## config.mk

```make
export PLATFORM = sky130hd
export DESIGN_NAME = seg_scan_decoder_flat
export DESIGN_NICKNAME = d
export VERILOG_FILES = /design/src/rtl/seg_pkg.sv /design/src/rtl/seg_scan_decoder_if.sv /design/src/rtl/seg_pat_dec.sv /design/src/rtl/seg_scan_decoder.sv /design/src/flat_wrapper.sv
export SDC_FILE = /design/constraint.sdc
export NUM_CORES = 1
export LEC_CHECK = 0
export BUFFER_PORTS_ARGS = -buffer_cell sky130_fd_sc_hd__clkbuf_2
export CAP_MARGIN = 20
export CORE_ASPECT_RATIO = 1.4
export CORE_MARGIN = 5
export CORE_UTILIZATION = 55
export CTS_CLUSTER_DIAMETER = 100
export DETAILED_ROUTE_END_ITERATION = 16
export GPL_TIMING_DRIVEN = 0
export PLACE_DENSITY_LB_ADDON = 0.25
export REMOVE_ABC_BUFFERS = 1
export SETUP_SLACK_MARGIN = 0.2
export SLEW_MARGIN = 20
export SYNTH_ARGS = -nofsm -noshare
export SYNTH_HDL_FRONTEND = slang
export SYNTH_SLANG_ARGS = --single-unit
```

## constraint.sdc

```tcl
create_clock -name clk -period 5.3 [get_ports clk]
set_input_delay 1.59 -clock clk [delete_from_list [all_inputs] [get_ports clk]]
set_output_delay 1.59 -clock clk [all_outputs]
set_load 0.05 [all_outputs]
```

## src/rtl/seg_pkg.sv

```systemverilog
// seg_pkg
//   Shared constants and types for the 7-segment scan decoder.
//   - Segment bit positions on the active-high pattern (a is the MSB, dp the LSB).
//   - SEG_PAT: pattern displayed for each hex nibble 0..F. The match is exact on all
//     8 bits, so the decimal point distinguishes 8 from B and 0 from D.
//   - SEG_BLANK: all segments off.
//   - seg_dec_t: result of decoding one pattern.
package seg_pkg;

    localparam int SEG_A  = 7;
    localparam int SEG_B  = 6;
    localparam int SEG_C  = 5;
    localparam int SEG_D  = 4;
    localparam int SEG_E  = 3;
    localparam int SEG_F  = 2;
    localparam int SEG_G  = 1;
    localparam int SEG_DP = 0;

    localparam logic [7:0] SEG_BLANK = 8'h00;

    // Idle level of the active-low segment bus, i.e. the blanking gap between digits.
    localparam logic [7:0] SEG_BUS_IDLE = 8'hFF;

    localparam logic [7:0] SEG_PAT [16] = '{
        8'hFC, 8'h60, 8'hDA, 8'hF2,   // 0 1 2 3
        8'h66, 8'hB6, 8'hBE, 8'hE0,   // 4 5 6 7
        8'hFE, 8'hF6, 8'hEF, 8'hFF,   // 8 9 A B
        8'h9C, 8'hFD, 8'h9F, 8'h8F    // C D E F
    };

    typedef struct packed {
        logic [3:0] nibble;  // decoded value, 0 when not known
        logic       known;   // pattern is one of SEG_PAT
        logic       blank;   // pattern is SEG_BLANK
    } seg_dec_t;

endpackage

```

## src/rtl/seg_scan_decoder_if.sv

```systemverilog
// seg_scan_decoder_if
//   Bundles the display-bus inputs and the decoded-value outputs of the scan decoder.
//   master : the side driving the display bus and reading results (display driver or bench)
//   slave  : the decoder itself
//   Signals:
//     seg_n      segment bus, active-low, bit7=a .. bit0=dp
//     dig_sel_n  digit selects, active-low, bit i = digit i
//     clr_err    synchronous pulse clearing pat_err / sel_err
//     hex_val    decoded nibble per digit, digit i at [4i+3:4i]
//     dig_valid  digit i holds a committed known pattern
//     dig_upd    one-cycle pulse on any commit
//     upd_idx    digit index of the commit flagged by dig_upd
//     pat_err    sticky: a digit committed an unknown pattern
//     sel_err    sticky: zero or several selects active while the segment bus was driven
interface seg_scan_decoder_if #(
    parameter int NDIG = 8
);

    logic [7:0]        seg_n;
    logic [NDIG-1:0]   dig_sel_n;
    logic              clr_err;
    logic [4*NDIG-1:0] hex_val;
    logic [NDIG-1:0]   dig_valid;
    logic              dig_upd;
    logic [2:0]        upd_idx;
    logic              pat_err;
    logic              sel_err;

    modport master (
        output seg_n, dig_sel_n, clr_err,
        input  hex_val, dig_valid, dig_upd, upd_idx, pat_err, sel_err
    );

    modport slave (
        input  seg_n, dig_sel_n, clr_err,
        output hex_val, dig_valid, dig_upd, upd_idx, pat_err, sel_err
    );

endinterface

```

## src/rtl/seg_pat_dec.sv

```systemverilog
// seg_pat_dec
//   Combinational decode of an active-high 8-bit segment pattern.
//   Ports:
//     pat  in   8          active-high pattern, bit7=a .. bit0=dp
//     dec  out  seg_dec_t  {nibble, known, blank}
module seg_pat_dec
    import seg_pkg::*;
(
    input  logic [7:0] pat,
    output seg_dec_t   dec
);

    always_comb begin
        // NOTE: every combinational output gets a default before any conditional
        // assignment; otherwise a path that skips the assignment infers a latch.
        dec       = '0;
        dec.blank = (pat == SEG_BLANK);
        // Table entries are unique, so at most one iteration matches.
        for (int k = 0; k < 16; k++) begin
            if (pat == SEG_PAT[k]) begin
                dec.nibble = 4'(k);
                dec.known  = 1'b1;
            end
        end
    end

endmodule

```

## src/rtl/seg_scan_decoder.sv

```systemverilog
// seg_scan_decoder
//   Loopback monitor for a multiplexed 7-segment display. Registers the active-low
//   segment bus and digit selects, tracks a candidate pattern and a run counter per
//   digit, and commits a digit once STABLE_CNT consecutive identical samples were seen
//   while that digit alone was selected. Committed patterns are decoded back to hex.
//   Parameters:
//     NDIG        number of digits (1..8)
//     STABLE_CNT  identical samples needed to commit (2..15)
//   Ports:
//     clk    in  system clock, rising edge
//     rst_n  in  asynchronous active-low reset
//     bus    seg_scan_decoder_if.slave (display bus in, decoded values out)
module seg_scan_decoder
    import seg_pkg::*;
#(
    parameter int NDIG       = 8,
    parameter int STABLE_CNT = 4
) (
    input  logic                 clk,
    input  logic                 rst_n,
    seg_scan_decoder_if.slave    bus
);

    localparam logic [3:0] CNT_MAX    = 4'(STABLE_CNT);
    localparam logic [3:0] CNT_COMMIT = 4'(STABLE_CNT - 1);

    // ------------------------------------------------------------------
    // Stage 0: input register. The bus is generated on-chip, so a single
    // register is enough (no synchronizer).
    // ------------------------------------------------------------------
    logic [7:0]      s_seg_q, s_seg_d;
    logic [NDIG-1:0] s_sel_q, s_sel_d;

    always_comb begin
        s_seg_d = bus.seg_n;
        s_sel_d = bus.dig_sel_n;
    end

    always_ff @(posedge clk or negedge rst_n) begin
        if (!rst_n) begin
            // NOTE: state flops use non-blocking assignments so every flop samples
            // the pre-edge values regardless of statement order.
            s_seg_q <= SEG_BUS_IDLE;
            s_sel_q <= '1;
        end else begin
            s_seg_q <= s_seg_d;
            s_sel_q <= s_sel_d;
        end
    end

    // ------------------------------------------------------------------
    // Stage 1: shared select check and pattern decode.
    // ------------------------------------------------------------------
    logic [7:0]      pat;
    logic [NDIG-1:0] sel_act;
    logic            one_hot;
    logic [2:0]      sel_idx;
    logic            bus_driven;

    always_comb begin
        pat        = ~s_seg_q;
        sel_act    = ~s_sel_q;
        // Clearing the lowest set bit leaves zero only for a single set bit.
        one_hot    = (sel_act != '0) && ((sel_act & (sel_act - NDIG'(1))) == '0);
        bus_driven = (s_seg_q != SEG_BUS_IDLE);
        sel_idx    = '0;
        // Only meaningful when one_hot; then exactly one iteration fires.
        for (int i = 0; i < NDIG; i++) begin
            if (sel_act[i]) begin
                sel_idx = 3'(i);
            end
        end
    end

    seg_dec_t dec;

    seg_pat_dec u_pat_dec (
        .pat (pat),
        .dec (dec)
    );

    // ------------------------------------------------------------------
    // Per-digit candidate pattern and run counter.
    // The counter saturates at STABLE_CNT, so a pattern held indefinitely
    // passes through CNT_COMMIT exactly once and commits once.
    // ------------------------------------------------------------------
    logic [NDIG-1:0] commit_vec;

    for (genvar i = 0; i < NDIG; i++) begin : g_dig
        logic [7:0] cand_q, cand_d;
        logic [3:0] cnt_q, cnt_d;
        logic       hit;
        logic       same;

        assign hit  = one_hot && sel_act[i];
        assign same = (pat == cand_q);

        always_comb begin
            cand_d = cand_q;
            cnt_d  = cnt_q;
            if (hit) begin
                if (same) begin
                    if (cnt_q < CNT_MAX) begin
                        cnt_d = cnt_q + 4'd1;
                    end
                end else begin
                    // A changed pattern starts a new run; this sample is its first.
                    cand_d = pat;
                    cnt_d  = 4'd1;
                end
            end
        end

        assign commit_vec[i] = hit && same && (cnt_q == CNT_COMMIT);

        // NOTE: these per-digit registers are few and must start from a known
        // candidate/count after reset, so they are reset like any control flop
        // rather than treated as an unreset storage array.
        always_ff @(posedge clk or negedge rst_n) begin
            if (!rst_n) begin
                cand_q <= SEG_BLANK;
                cnt_q  <= 4'd0;
            end else begin
                cand_q <= cand_d;
                cnt_q  <= cnt_d;
            end
        end
    end

    // ------------------------------------------------------------------
    // Commit handling and sticky error flags.
    // ------------------------------------------------------------------
    logic [4*NDIG-1:0] hex_val_q, hex_val_d;
    logic [NDIG-1:0]   dig_valid_q, dig_valid_d;
    logic              dig_upd_q, dig_upd_d;
    logic [2:0]        upd_idx_q, upd_idx_d;
    logic              pat_err_q, pat_err_d;
    logic              sel_err_q, sel_err_d;
    logic              commit;

    always_comb begin
        commit      = |commit_vec;
        hex_val_d   = hex_val_q;
        dig_valid_d = dig_valid_q;
        dig_upd_d   = commit;
        upd_idx_d   = upd_idx_q;
        // Clear first, then set: a new error on the same edge as clr_err wins.
        pat_err_d   = pat_err_q & ~bus.clr_err;
        sel_err_d   = sel_err_q & ~bus.clr_err;

        if (commit) begin
            upd_idx_d = sel_idx;
            if (!dec.known && !dec.blank) begin
                pat_err_d = 1'b1;
            end
        end

        for (int i = 0; i < NDIG; i++) begin
            if (commit_vec[i]) begin
                dig_valid_d[i] = dec.known;
                // Blank and unknown patterns keep the last good value.
                if (dec.known) begin
                    hex_val_d[4*i +: 4] = dec.nibble;
                end
            end
        end

        // The blanking gap between digits (no select, bus idle) is legal.
        if (!one_hot && bus_driven) begin
            sel_err_d = 1'b1;
        end
    end

    always_ff @(posedge clk or negedge rst_n) begin
        if (!rst_n) begin
            hex_val_q   <= '0;
            dig_valid_q <= '0;
            dig_upd_q   <= 1'b0;
            upd_idx_q   <= '0;
            pat_err_q   <= 1'b0;
            sel_err_q   <= 1'b0;
        end else begin
            hex_val_q   <= hex_val_d;
            dig_valid_q <= dig_valid_d;
            dig_upd_q   <= dig_upd_d;
            upd_idx_q   <= upd_idx_d;
            pat_err_q   <= pat_err_d;
            sel_err_q   <= sel_err_d;
        end
    end

    assign bus.hex_val   = hex_val_q;
    assign bus.dig_valid = dig_valid_q;
    assign bus.dig_upd   = dig_upd_q;
    assign bus.upd_idx   = upd_idx_q;
    assign bus.pat_err   = pat_err_q;
    assign bus.sel_err   = sel_err_q;

endmodule

```

## src/flat_wrapper.sv

```systemverilog
// flat-port wrapper written by rule: the top's interface ports become plain ports
module seg_scan_decoder_flat import seg_pkg::*;
#(
    parameter int NDIG       = 8,
    parameter int STABLE_CNT = 4
)
  (clk, rst_n, bus_seg_n, bus_dig_sel_n, bus_clr_err, bus_hex_val, bus_dig_valid, bus_dig_upd, bus_upd_idx, bus_pat_err, bus_sel_err);
  seg_scan_decoder_if #(.NDIG(NDIG)) bus_i ();
  input  logic clk;
  input  logic rst_n;
  input wire logic [$bits(bus_i.seg_n)-1:0] bus_seg_n;
  input wire logic [$bits(bus_i.dig_sel_n)-1:0] bus_dig_sel_n;
  input wire logic [$bits(bus_i.clr_err)-1:0] bus_clr_err;
  output wire logic [$bits(bus_i.hex_val)-1:0] bus_hex_val;
  output wire logic [$bits(bus_i.dig_valid)-1:0] bus_dig_valid;
  output wire logic [$bits(bus_i.dig_upd)-1:0] bus_dig_upd;
  output wire logic [$bits(bus_i.upd_idx)-1:0] bus_upd_idx;
  output wire logic [$bits(bus_i.pat_err)-1:0] bus_pat_err;
  output wire logic [$bits(bus_i.sel_err)-1:0] bus_sel_err;
  assign bus_i.seg_n = bus_seg_n;
  assign bus_i.dig_sel_n = bus_dig_sel_n;
  assign bus_i.clr_err = bus_clr_err;
  assign bus_hex_val = bus_i.hex_val;
  assign bus_dig_valid = bus_i.dig_valid;
  assign bus_dig_upd = bus_i.dig_upd;
  assign bus_upd_idx = bus_i.upd_idx;
  assign bus_pat_err = bus_i.pat_err;
  assign bus_sel_err = bus_i.sel_err;
  seg_scan_decoder #(.NDIG(NDIG), .STABLE_CNT(STABLE_CNT)) u_core (.clk(clk), .rst_n(rst_n), .bus(bus_i));
endmodule
```

# --- Word level (Yosys, flattened, before mapping) ---
# Index checks and enable logic that the tools add are counted.
totals:
  in_bits: 19
  reg_bits: 158
  out_inout_bits: 46
classes:
  add_sub_neg: 9
  magnitude_cmp: 8
  eq_ne: 41
  bitwise: 14
  n_reduce_logical: 58
  muxes: 42
op_table:
  columns: ["cell", "count"]
  rows:
  - ["8-bit == test, second input constant", 14]
  - ["5-bit 2-to-1 mux", 15]
  - ["8-bit == test", 8]
  - ["4-bit 2-to-1 mux", 16]
  - ["2-bit AND reduction", 24]
  - ["4-bit by 1-bit adder with 4-bit output, second input constant", 8]
  - ["4-bit by 2-bit == test with 1-bit output, second input constant", 8]
  - ["4-bit by 3-bit < comparator with 1-bit output, second input constant", 8]
  - ["1-bit logical AND", 27]
  - ["8-bit by 7-bit == test with 1-bit output, second input constant", 2]
  - ["8-bit zero test", 2]
  - ["2-bit != test, second input constant", 8]
  - ["8-bit NOT", 2]
  - ["3-bit 2-to-1 mux", 4]
  - ["1-bit NOT", 9]
  - ["8-bit AND", 1]
  - ["8-bit != test, second input constant", 1]
  - ["8-bit nonzero test", 1]
  - ["8-bit OR reduction", 1]
  - ["8-bit by 1-bit subtractor with 8-bit output, second input constant", 1]
  - ["1-bit 2-to-1 mux", 5]
  - ["2-bit 2-to-1 mux", 2]
  - ["1-bit zero test", 3]
  - ["1-bit AND", 2]

# --- Logic depth before layout (Yosys ltp) ---
logic_depth:
  ltp_word: 22
  ltp_mapped: 9
  depth_no_buf: 7

# --- Hierarchy ---
# From an unflattened synthesis, not the netlist that was laid out.
unflattened:
  hier_cells: 672
  area_unflattened_um2: 7582.3
modules_own_cells:
  columns: ["module", "cells_per_inst", "seq_area_each_um2", "area_per_inst_um2", "n_inst"]
  rows:
  - ["seg_scan_decoder", 615, 3973.8, 7190.6, 1]
  - ["seg_pat_dec", 57, 0.0, 391.6, 1]

# --- Least setup slack after synthesis ---
# No wires, ideal clock.
synth_timing:
  path_kind: "register to register"
  from: "register u_core.s_sel_q[7]"
  to: "register u_core.upd_idx_q[0], in the netlist u_core.bus.upd_idx[0]"
  slack_ns: 2.898
  setup_time_ns: 0.125
  period_less_slack_ns: 2.402
  t_required_ns: 5.175
  t_arrival_ns: 2.277
  stages_incl_launch_ff: 8
  path_cell_list: "dfstp_2 and4b_1 and2_4 nor4_4 buf_6 nand2_2 a2111oi_4 mux2_2"
synth_between:
  elab_chain_len: 9
  elab_cells_between_ends: 32
  classes_between: "add/sub (1); mux (1); bitwise (2); reduce/logical (28)"
synth_lines:
  columns: ["item", "line", "source"]
  rows:
  - ["start: declaration", "seg_scan_decoder.sv:32", "logic [NDIG-1:0] s_sel_q, s_sel_d;"]
  - ["start signal: assignment", "seg_scan_decoder.sv:47", "s_sel_q <= s_sel_d;"]
  - ["8-bit NOT (*)", "seg_scan_decoder.sv:62", "sel_act = ~s_sel_q;"]
  - ["8-bit by 1-bit subtractor with 8-bit output", "seg_scan_decoder.sv:64", "one_hot = (sel_act != '0) && ((sel_act & (sel_act - NDIG'(1))) == '0);"]
  - ["8-bit AND", "seg_scan_decoder.sv:64", null]
  - ["8-bit zero test", "seg_scan_decoder.sv:64", null]
  - ["1-bit logical AND", "seg_scan_decoder.sv:64", null]
  - ["1-bit logical AND", "seg_scan_decoder.sv:95", "assign hit = one_hot && sel_act[i];"]
  - ["1-bit logical AND (2 in a row)", "seg_scan_decoder.sv:114", "assign commit_vec[i] = hit && same && (cnt_q == CNT_COMMIT);"]
  - ["8-bit OR reduction", "seg_scan_decoder.sv:142", "commit = |commit_vec;"]
  - ["end signal: assignment", "seg_scan_decoder.sv:186", "upd_idx_q <= upd_idx_d;"]
  - ["end: declaration", "seg_scan_decoder.sv:136", "logic [2:0] upd_idx_q, upd_idx_d;"]
# Every way passes the cells marked *; elsewhere a longest branch is shown, timed or not.
# A chain may end at the register's enable or synchronous reset.

# --- Worst setup path in the final report ---
layout_timing:
  from: "register u_core.s_sel_q[4]"
  to: "register u_core.g_dig[0].cnt_q[1]"
layout_between:
  elab_chain_len: 7
  elab_cells_between_ends: 8
  classes_between: "add/sub (1); bitwise (2); reduce/logical (5)"
layout_lines:
  columns: ["item", "line", "source"]
  rows:
  - ["8-bit NOT (*)", "seg_scan_decoder.sv:62", null]
  - ["8-bit by 1-bit subtractor with 8-bit output", "seg_scan_decoder.sv:64", null]
  - ["8-bit AND", "seg_scan_decoder.sv:64", null]
  - ["8-bit zero test", "seg_scan_decoder.sv:64", null]
  - ["1-bit logical AND (*)", "seg_scan_decoder.sv:64", null]
  - ["1-bit logical AND (*)", "seg_scan_decoder.sv:95", null]
  - ["2-bit AND reduction (no source line) (*)", null, null]
  - ["end signal: assignment", "seg_scan_decoder.sv:125", "cnt_q <= cnt_d;"]
  - ["end: declaration", "seg_scan_decoder.sv:91", "logic [3:0] cnt_q, cnt_d;"]
# Marked as above.

==> out/results.tsv <==
metric	value	unit
status	completed	
synth top area cells	dfrtp_1 47%, xor2_1 6.6%, dfstp_2 5.5%, mux2i_1 5.5%, mux2_2 3.7%	
Clock Pin Slew Worst Setup and Hold Paths	0.06	ns
antenna violations before repair	0	
DR pass1 iterations	4	
CTS tree	done	
min-delay worst type	flop to flop	
period utilization	0.662	
clock root buffer	clkbuf_16	
Top Ports	65	
Antenna Nets Post-Route	0	
Routed wire per std cell	17.5	um
starting density of the core	0.564	
Synth Area per Inst	11.1	um2
worst path required time	5.56	ns
RSZ-0062 raised after global routing	false	
Tightest Pin Transition	1.02	ns
arrival time of the worst setup path	3.77	ns
crit end category	flop	
Max clock buf depth	2	
area leader, netlist	dfrtp_1	
residual DRC count	0	
post-CTS setup buffers	0	
number of synthesized flops with an enable pin	0	
Synth top cells by count	142 x dfrtp_1, 57 x xor2_1, 54 x inv_1	
share of the synthesized area in the top cell type	0.468	
synthesis warning total	0	
Num CTS Buffers	17	
CTS Hold Buffers Added	0	
die extent in y	149	um
Overflow after GRT	0	
share of cells above drive strength 1	0.225	
crit path time final	3.51	ns
Primary FF master, synth	dfrtp_1	
WS Path Type	flop to flop	
Initial DRC Count	311	
Synth Instances	682	
Vias/cell	5.59	
largest net degree at the start of global routing	88	
DIE AREA	16300	um2
Setup Total Neg Slack	0	ns
max cap viols	0	
total track usage	0.216	
Nets	756	
f_max	285	MHz
post-synthesis sequential area ratio	0.524	
core region area	13500	um2
Post-Route WL	16100	um
GP Congestion	0.838	
Core Rows	50	
first-pass GRT wire length	27500	um
pwr dens	351	nW/um2
Post-synth ARST share	1.00	
vias in the first global route	5560	
P_leak	4.01	nW
maximum net fanout on the critical path	13	
CP startpoint kind	flop	
final setup violation count	0	
Chip Width	109	um
Clk Latency, worst-skew pair	0.42	ns
Pwr Total	3.02	mW
Slew HR	0.317	
Slew Viols, Final	0	
Post-DP HPWL	10700	um
total number of vias	5164	
final clock skew	0.00831	ns
VDD IR max	182	uV
final hold viol count	0	
Synth Register Bits	158	
Netlist cell types	66	
mapped cell area	7590	um2
clk sink count	158	
CTS HTree Levels	4	
most frequent cell after synthesis	dfrtp_1	
hold slack final	0.479	ns
# port buffers	64	
# diodes	0	
P&R area growth vs syn	13.2	%
post-CTS sizing	0	
through the flow:
step	util	cells	setup WS (ns)	area (um2)
floorplan	-	643	2.24	7350
global placement	0.587	889	0.105	7900
detailed placement	0.593	892	1.81	7970
CTS	0.639	923	1.78	8590
global route	0.639	923	1.54	8590
finish	0.639	923	1.79	8590
flip-flops by register name, summed over array words and instances, names as in the netlist:
signal                flops
u_core.bus.dig_upd        1
u_core.bus.dig_valid      8
u_core.bus.hex_val       32
u_core.bus.pat_err        1
u_core.bus.sel_err        1
u_core.bus.upd_idx        3
u_core.g_dig.cand_q      64
u_core.g_dig.cnt_q       32
u_core.s_seg_q            8
u_core.s_sel_q            8
where the power goes:
group	total [mW]	switching (mW)	internal (mW)
combinational	0.275	0.145	0.129
sequential	1.46	0.122	1.33
clock	1.29	0.476	0.813
worst paths after layout:
check / startpoint / to / slack [ns] / cells after the start
max: u_core.s_sel_q[4] / u_core.g_dig[0].cnt_q[1] / 1.79 / 6
min: u_core.bus.dig_valid[6] / u_core.bus.dig_valid[6] / 0.48 / 2
max reg2reg: u_core.s_sel_q[4] / u_core.g_dig[0].cnt_q[1] / 1.79 / 6
min reg2reg: u_core.bus.dig_valid[6] / u_core.bus.dig_valid[6] / 0.48 / 2
max in group asynchronous: rst_n / u_core.s_seg_q[1] / 3.26 / 2
min in group asynchronous: rst_n / u_core.g_dig[4].cnt_q[0] / 1.22 / 1
critical path, stage by stage (launching register included):
cell and delay (ns):
dfstp_2 0.69, nand4_2 0.26, nor4b_4 0.62, nor4_4 0.22
and2_1 0.42, nor3_2 0.90, o21ai_0 0.21
layer usage:
layer  share of wire  wire length [um]  track usage
met1            0.42              6690        0.266
met2            0.52              8350        0.379
met3           0.054               878       0.0463
met4           0.012               195       0.0636
met5               0                 0            0
cell families after synthesis:
logic type / Yosys count / synth area share
xor+xnor: 65 / 0.0750
buf+inv: 93 / 0.0580
fa+ha+maj: 9 / 0.0145
flops: 158 / 0.524
compound gates: 111 / 0.103
simple gates: 178 / 0.132
mux: 68 / 0.0940
cell type report:
class | count | area (um2)
clock buffers | 22 | 464
clock inverters | 9 | 159
fillers | 1030 | 4860
inverters | 54 | 203
multi-input cells | 431 | 3190
flip-flops and latches | 158 | 3970
well taps | 182 | 228
repair buffers | 67 | 372
layout by cell type (no fill, tap or decap), types with 4 or more instances in the layout:
| cell type | instances |
|---|---|
| or3_1 | 5 |
| o21ai_2 | 7 |
| nand4_1 | 19 |
| bufinv_16 | 4 |
| a21oi_1 | 20 |
| xor2_1 | 57 |
| a211oi_1 | 6 |
| mux2i_1 | 42 |
| nor2b_1 | 9 |
| clkbuf_16 | 17 |
| nand2_1 | 46 |
| a22o_1 | 12 |
| clkbuf_2 | 63 |
| nand3_1 | 8 |
| mux2_2 | 25 |
| nor2_1 | 33 |
| nor3_2 | 5 |
| inv_1 | 54 |
| nor3_1 | 8 |
| dfrtp_1 | 142 |
| nor4_1 | 6 |
| xnor2_1 | 8 |
| and2_1 | 6 |
| dfstp_2 | 16 |
| nand2b_1 | 6 |
| ha_1 | 8 |
| a31oi_1 | 4 |
| o21ai_0 | 41 |
(Power assumes the default switching activity.)
